**src/rtl/timer_bus_bridge_if.sv**
```systemverilog
// CPU-side single-word load/store bus between the CPU data port and
// the timer bus bridge. The CPU holds a request until it sees the
// one-cycle acknowledge.
interface timer_bus_bridge_if;
    logic        cpu_req;
    logic        cpu_we;
    logic [31:0] cpu_addr;
    logic [31:0] cpu_wdata;
    logic [31:0] cpu_rdata;
    logic        cpu_ack;
    logic        cpu_err;

    // CPU side: issues requests, receives data and completion.
    modport master (
        output cpu_req, cpu_we, cpu_addr, cpu_wdata,
        input  cpu_rdata, cpu_ack, cpu_err
    );

    // Bridge side: accepts requests, returns data and completion.
    modport slave (
        input  cpu_req, cpu_we, cpu_addr, cpu_wdata,
        output cpu_rdata, cpu_ack, cpu_err
    );
endinterface

```
**src/rtl/timer_bus_bridge.sv**
```systemverilog
// Bus initiator for the timer peripherals. Decodes CPU accesses onto
// two timer register windows and a local interrupt block (PEND/MASK),
// returns read data with a one-cycle acknowledge, and folds the timer
// level interrupts into edge-detected, maskable pending bits.
module timer_bus_bridge #(
    parameter logic [31:0] TIMER0_BASE = 32'h0000_7F00,
    parameter logic [31:0] TIMER1_BASE = 32'h0000_7F10,
    parameter logic [31:0] BRIDGE_BASE = 32'h0000_7F20
) (
    input  logic                  CLK_I,
    input  logic                  RST_I,
    timer_bus_bridge_if.slave     cpu,
    output logic [1:0]            DEV_ADDR_O,
    output logic [31:0]           DEV_DAT_O,
    output logic                  DEV_WE0_O,
    output logic                  DEV_WE1_O,
    input  logic [31:0]           DEV0_DAT_I,
    input  logic [31:0]           DEV1_DAT_I,
    input  logic                  IRQ0_I,
    input  logic                  IRQ1_I,
    output logic                  HWINT_O
);

    typedef enum logic [1:0] {
        IDLE,
        ACCESS,
        RESP
    } state_t;

    // Target of the current access; SEL_NONE marks an unmapped address.
    typedef enum logic [2:0] {
        SEL_NONE,
        SEL_T0,
        SEL_T1,
        SEL_PEND,
        SEL_MASK
    } sel_t;

    state_t      state_q, state_d;
    sel_t        dec_sel;
    sel_t        sel_q;
    logic [1:0]  off_q;
    logic        we_q;
    logic [31:0] wdata_q;
    logic [31:0] rdata_q;
    logic [31:0] rd_mux;

    logic [1:0]  irq_now;
    logic [1:0]  irq_d;
    logic [1:0]  pend_q;
    logic [1:0]  mask_q;
    logic [1:0]  pend_set;
    logic [1:0]  pend_clr;
    logic        hwint_q;
    logic        bridge_wr;

    // Byte-lane bits of the address carry no meaning for word accesses.
    logic unused_addr_bits;
    assign unused_addr_bits = ^cpu.cpu_addr[1:0];

    // Address decode of the incoming request into a target select.
    always_comb begin
        dec_sel = SEL_NONE;
        if (cpu.cpu_addr[31:4] == TIMER0_BASE[31:4]) begin
            if (cpu.cpu_addr[3:2] != 2'd3) dec_sel = SEL_T0;
        end else if (cpu.cpu_addr[31:4] == TIMER1_BASE[31:4]) begin
            if (cpu.cpu_addr[3:2] != 2'd3) dec_sel = SEL_T1;
        end else if (cpu.cpu_addr[31:4] == BRIDGE_BASE[31:4]) begin
            case (cpu.cpu_addr[3:2])
                2'd0:    dec_sel = SEL_PEND;
                2'd1:    dec_sel = SEL_MASK;
                default: dec_sel = SEL_NONE;
            endcase
        end
    end

    // FSM state register; reset aborts any transaction in flight.
    // NOTE: sequential state uses non-blocking assignments so every flop
    // samples pre-edge values regardless of block evaluation order.
    always_ff @(posedge CLK_I or posedge RST_I) begin
        if (RST_I) state_q <= IDLE;
        else       state_q <= state_d;
    end

    // Next-state logic and per-state outputs (strobes, ack, error, data).
    // NOTE: every output gets a default first so no path leaves one
    // unassigned, which would otherwise infer a latch.
    always_comb begin
        state_d       = state_q;
        DEV_WE0_O     = 1'b0;
        DEV_WE1_O     = 1'b0;
        cpu.cpu_ack   = 1'b0;
        cpu.cpu_err   = 1'b0;
        cpu.cpu_rdata = 32'h0;
        case (state_q)
            IDLE: begin
                if (cpu.cpu_req) state_d = ACCESS;
            end
            ACCESS: begin
                DEV_WE0_O = we_q && (sel_q == SEL_T0);
                DEV_WE1_O = we_q && (sel_q == SEL_T1);
                state_d   = RESP;
            end
            RESP: begin
                cpu.cpu_ack   = 1'b1;
                cpu.cpu_err   = (sel_q == SEL_NONE);
                cpu.cpu_rdata = rdata_q;
                state_d       = IDLE;
            end
            default: state_d = IDLE;
        endcase
    end

    // Register the request fields and decode result when it is accepted.
    always_ff @(posedge CLK_I or posedge RST_I) begin
        if (RST_I) begin
            sel_q   <= SEL_NONE;
            off_q   <= 2'd0;
            we_q    <= 1'b0;
            wdata_q <= 32'h0;
        end else if (state_q == IDLE && cpu.cpu_req) begin
            sel_q   <= dec_sel;
            off_q   <= cpu.cpu_addr[3:2];
            we_q    <= cpu.cpu_we;
            wdata_q <= cpu.cpu_wdata;
        end
    end

    assign DEV_ADDR_O = off_q;
    assign DEV_DAT_O  = wdata_q;

    // Read data source for the registered target.
    always_comb begin
        rd_mux = 32'h0;
        case (sel_q)
            SEL_T0:   rd_mux = DEV0_DAT_I;
            SEL_T1:   rd_mux = DEV1_DAT_I;
            SEL_PEND: rd_mux = {30'h0, pend_q};
            SEL_MASK: rd_mux = {30'h0, mask_q};
            default:  rd_mux = 32'h0;
        endcase
    end

    // Capture read data at the end of ACCESS; writes return zero.
    always_ff @(posedge CLK_I or posedge RST_I) begin
        if (RST_I)                 rdata_q <= 32'h0;
        else if (state_q == ACCESS) rdata_q <= we_q ? 32'h0 : rd_mux;
    end

    assign irq_now   = {IRQ1_I, IRQ0_I};
    assign bridge_wr = (state_q == ACCESS) && we_q;
    assign pend_set  = irq_now & ~irq_d;
    assign pend_clr  = (bridge_wr && sel_q == SEL_PEND) ? wdata_q[1:0] : 2'b00;

    // Interrupt edge detect, pending (set beats clear), mask, and output.
    always_ff @(posedge CLK_I or posedge RST_I) begin
        if (RST_I) begin
            irq_d   <= 2'b00;
            pend_q  <= 2'b00;
            mask_q  <= 2'b00;
            hwint_q <= 1'b0;
        end else begin
            irq_d   <= irq_now;
            pend_q  <= (pend_q & ~pend_clr) | pend_set;
            if (bridge_wr && sel_q == SEL_MASK) mask_q <= wdata_q[1:0];
            hwint_q <= |(pend_q & mask_q);
        end
    end

    assign HWINT_O = hwint_q;

endmodule

```
**src/flat_wrapper.sv**
```systemverilog
// flat-port wrapper written by rule: the top's interface ports become plain ports
module timer_bus_bridge_flat 
#(
    parameter logic [31:0] TIMER0_BASE = 32'h0000_7F00,
    parameter logic [31:0] TIMER1_BASE = 32'h0000_7F10,
    parameter logic [31:0] BRIDGE_BASE = 32'h0000_7F20
)
  (CLK_I, RST_I, DEV_ADDR_O, DEV_DAT_O, DEV_WE0_O, DEV_WE1_O, DEV0_DAT_I, DEV1_DAT_I, IRQ0_I, IRQ1_I, HWINT_O, cpu_cpu_req, cpu_cpu_we, cpu_cpu_addr, cpu_cpu_wdata, cpu_cpu_rdata, cpu_cpu_ack, cpu_cpu_err);
  timer_bus_bridge_if cpu_i ();
  input  logic CLK_I;
  input  logic RST_I;
  output logic [1:0] DEV_ADDR_O;
  output logic [31:0] DEV_DAT_O;
  output logic DEV_WE0_O;
  output logic DEV_WE1_O;
  input  logic [31:0] DEV0_DAT_I;
  input  logic [31:0] DEV1_DAT_I;
  input  logic IRQ0_I;
  input  logic IRQ1_I;
  output logic HWINT_O;
  input wire logic [$bits(cpu_i.cpu_req)-1:0] cpu_cpu_req;
  input wire logic [$bits(cpu_i.cpu_we)-1:0] cpu_cpu_we;
  input wire logic [$bits(cpu_i.cpu_addr)-1:0] cpu_cpu_addr;
  input wire logic [$bits(cpu_i.cpu_wdata)-1:0] cpu_cpu_wdata;
  output wire logic [$bits(cpu_i.cpu_rdata)-1:0] cpu_cpu_rdata;
  output wire logic [$bits(cpu_i.cpu_ack)-1:0] cpu_cpu_ack;
  output wire logic [$bits(cpu_i.cpu_err)-1:0] cpu_cpu_err;
  assign cpu_i.cpu_req = cpu_cpu_req;
  assign cpu_i.cpu_we = cpu_cpu_we;
  assign cpu_i.cpu_addr = cpu_cpu_addr;
  assign cpu_i.cpu_wdata = cpu_cpu_wdata;
  assign cpu_cpu_rdata = cpu_i.cpu_rdata;
  assign cpu_cpu_ack = cpu_i.cpu_ack;
  assign cpu_cpu_err = cpu_i.cpu_err;
  timer_bus_bridge #(.TIMER0_BASE(TIMER0_BASE), .TIMER1_BASE(TIMER1_BASE), .BRIDGE_BASE(BRIDGE_BASE)) u_core (.CLK_I(CLK_I), .RST_I(RST_I), .cpu(cpu_i), .DEV_ADDR_O(DEV_ADDR_O), .DEV_DAT_O(DEV_DAT_O), .DEV_WE0_O(DEV_WE0_O), .DEV_WE1_O(DEV_WE1_O), .DEV0_DAT_I(DEV0_DAT_I), .DEV1_DAT_I(DEV1_DAT_I), .IRQ0_I(IRQ0_I), .IRQ1_I(IRQ1_I), .HWINT_O(HWINT_O));
endmodule
```
**config.mk**
```make
export PLATFORM = sky130hd
export DESIGN_NAME = timer_bus_bridge_flat
export DESIGN_NICKNAME = d
export VERILOG_FILES = /design/src/rtl/timer_bus_bridge_if.sv /design/src/rtl/timer_bus_bridge.sv /design/src/flat_wrapper.sv
export SDC_FILE = /design/constraint.sdc
export NUM_CORES = 1
export LEC_CHECK = 0
export CAP_MARGIN = 30
export CORE_MARGIN = 1.5
export CORE_UTILIZATION = 25
export CTS_CLUSTER_DIAMETER = 30
export DETAILED_ROUTE_END_ITERATION = 6
export SYNTH_ARGS = -nofsm -noshare
export SYNTH_HDL_FRONTEND = slang
export SYNTH_SLANG_ARGS = --single-unit
```
**constraint.sdc**
```tcl
create_clock -name CLK_I -period 5 [get_ports CLK_I]
set_input_delay 1 -clock CLK_I [delete_from_list [all_inputs] [get_ports CLK_I]]
set_output_delay 1 -clock CLK_I [all_outputs]
set_load 0.01 [all_outputs]
```
==> results.md <==
- Status: completed
- Worst-path fanout max: 24
- Worst slew pin tran: approximately 0.83 ns
- Vias per cell: between 4 and 5
- Most common flop cell mapped by yosys: dfrtp_1
- Post-synth top cells: 141 x nand2_1, 79 x dfrtp_1, 34 x and2_1
- N_diodes: 0
- Min Tclk post-route: approximately 3.1 ns
- F_max: ~320 MHz
- Starting DRT DRC Count: between 100 and 150
- Synth Area in XOR/XNOR: 0.240%
- Gr ovfl total: 0
- Most Crowded Layer GR: met2
- Arrival time at the worst endpoint: 2.09 ns
- Area share of fa/ha/maj cells after synthesis: 0%
- Final core occ: ~44%
- Die width: approximately 120 microns
- Lkg Pwr: between 0.002 and 0.003 uW
- Post-Syn Nets: between 500 and 600
- DRT Wirelength: around 11000 microns
- Die Y: 124 microns
- Initial Util: 26.0%
- Most common cell in the netlist: nand2_1
- Post-synthesis register bit count: 79
- Cells after Synth: 391
- Hold_buf cts: 0
- Fraction of registers with async set or reset after synthesis: 100%
- Synthesis warning total: 0
- Setup Fix Bufs, Post-CTS: 0
- Initial antenna violation count: 0
- Number of cell rows: 43
- Synth cell types: 36
- Pin count of the biggest net entering global routing: between 40 and 50
- Top Ports: 205
- Endpoint required time on the critical path: approximately 4 ns
- Cell Area, Synth: around 3600 sq um
- Met2 Usage GRT: 24.7%
- Nets: between 700 and 800
- Largest family of logic cells by synthesized area: simple AND/OR/NAND/NOR gates
- Overall Global Routing Usage: 14.9%
- Worst R2R Setup Slack: around 3.2 ns
- Hold Vio Cnt, Final: 0
- Post-synth top area cell: dfrtp_1
- Met1 usage: about 17%
- Top cell type's share of synthesized area: around 54%
- Routed wire length per instance: 14.5 microns
- Clock root buffer master: clkbuf_16
- Area grow syn2layout: 67.9%
- Pwr Density: 288 nW/um^2
- Max IR drop VDD: around 0.14 mV
- Slew headroom: around 45%
- Max cap viols: 0
- Post-route ant nets: 0
- First-pass GRT wire length: 17300 microns
- Final period util: between 60 and 70%
- Worst skew pair latency: 0.34 ns
- Hold Crit Class: register to register
- Tot Pwr: approximately 1800 uW
- Number of enable flip-flop cells after synthesis: 0
- Fillers: about 1400
- Critical path endpoint category: output port
- Final Max Tran Viols: 0
- Type of the worst setup path: register to output port
- # port buffers: just over 200
- Seq/Total Area, Yosys: a little over half
- Number of clock sinks: slightly below 80
- Final TNS setup: 0 ns
- Area contributors post-synth: dfrtp_1 54%, nand2_1 15%, a22oi_1 6.2%
- Clk pin slew, worst setup/hold paths: 0.06 ns
- Clock Skews: 0.00461 ns
- Critical Path Source Type: register
- Core area: ~14000 sq um
- CTS tree: built
- RD Place Congestion: 0.760
- Die ar.: about 15000 sq um
- Vias in the first global route: around 3600
- H-tree Lvls: 3
- Drt first pass iters: 5
- CTS resizes: 0
- Compound-Gate Fraction of Synth Area: 15.3%
- DR vias: between 3000 and 4000
- GRT met3 Usage: under 10%
- Synth Area in Simple Gates: roughly a quarter
- Drc violations: 0
- TritonCTS Buffers: 9
- Endpoints failing setup: 0
- CTS max path bufs: 2
- Share of cells above drive strength 1: around 8.6%
- RSZ-0062 raised after global routing: false
- Syn avg cell area: between 9 and 10 sq um
- Mux cell area share after synthesis: ~1.2%
- Post-DP HPWL: 8250 microns
-- power by group --
group          internal, uW  switching [uW]  leakage, uW
combinational           245             175      0.00144
sequential              710            43.7      0.00103
clock                   344             245     0.000131
total                  1300             464      0.00260
-- worst paths after layout --
path | from | end | depth (start not counted)
hold reg to reg | u_core.rdata_q[18] | u_core.rdata_q[18] | 2
hold / removal | u_core.rdata_q[18] | u_core.rdata_q[18] | 2
setup / recovery | u_core.state_q[0] | cpu_cpu_err | 5
min in group asynchronous | RST_I | u_core.DEV_DAT_O[12] | 2
setup reg to reg | u_core.sel_q[1] | u_core.rdata_q[30] | 4
max in group asynchronous | RST_I | u_core.DEV_DAT_O[4] | 3
-- sequential cells by signal, summed over array words and instances, names as in the netlist --
signal	flops
u_core.DEV_ADDR_O	2
u_core.DEV_DAT_O	32
u_core.HWINT_O	1
u_core.irq_d	2
u_core.mask_q	2
u_core.pend_q	2
u_core.rdata_q	32
u_core.sel_q	3
u_core.state_q	2
u_core.we_q	1
-- final cells by class --
type                    instances  area, sq um  share of cell area, %
flip-flops and latches         79         1980                   32.3
inverters                       6         23.8                  0.388
repair buffers                209         2100                   34.3
clock buffers                  11          243                   3.96
well taps                     180          225                   3.68
multi-input cells             281         1530                   25.0
clock inverters                 4         22.5                  0.368
-- worst max-delay path, cell delays in order (launching register included) --
cell	delay (ns)
dfrtp_1	0.39
nor2b_2	0.40
buf_8	0.23
nand2_1	0.07
nor2_1	0.12
clkdlybuf4s50_1	0.55
-- cells in the final DEF, fill, tap and decap left out, drive strengths merged, types with 2 or more instances in the layout --
| cell | n |
|---|---|
| inv | 4 |
| nor2 | 7 |
| buf | 7 |
| clkbuf | 11 |
| nor4 | 3 |
| nand2 | 141 |
| a21oi | 3 |
| and2 | 34 |
| a32o | 2 |
| a22oi | 30 |
| mux2 | 4 |
| clkinv | 5 |
| o21ai | 34 |
| a22o | 3 |
| nor4b | 2 |
| nor2b | 2 |
| nand4 | 3 |
| dfrtp | 79 |
| nand3 | 2 |
| clkdlybuf4s50 | 202 |
-- logic make-up after synthesis --
kind of cell    after synthesis
xor+xnor                      1
compound gates               75
flops                        79
simple gates                201
mux                           4
buf+inv                      31
-- routing by layer --
metal	vias to the layer above	wire length [microns]
met5	-	0
met4	0	210
met3	15	1250
met2	141	5200
met1	1586	4470
li1	1690	-
-- per-stage QoR --
| stage | instance area [sq um] | hold WS (ns) | cells | setup slack [ns] |
|---|---|---|---|---|
| floorplan | 3650 | 0.442 | 391 | 1.98 |
| global placement | 5820 | 0.453 | 753 | 1.86 |
| detailed placement | 5860 | 0.456 | 755 | 2.20 |
| CTS | 6120 | 0.469 | 770 | 1.83 |
| global route | 6120 | 0.483 | 770 | 1.74 |
| finish | 6120 | 0.465 | 770 | 1.91 |
No activity file was read; power rests on OpenSTA's default activity.
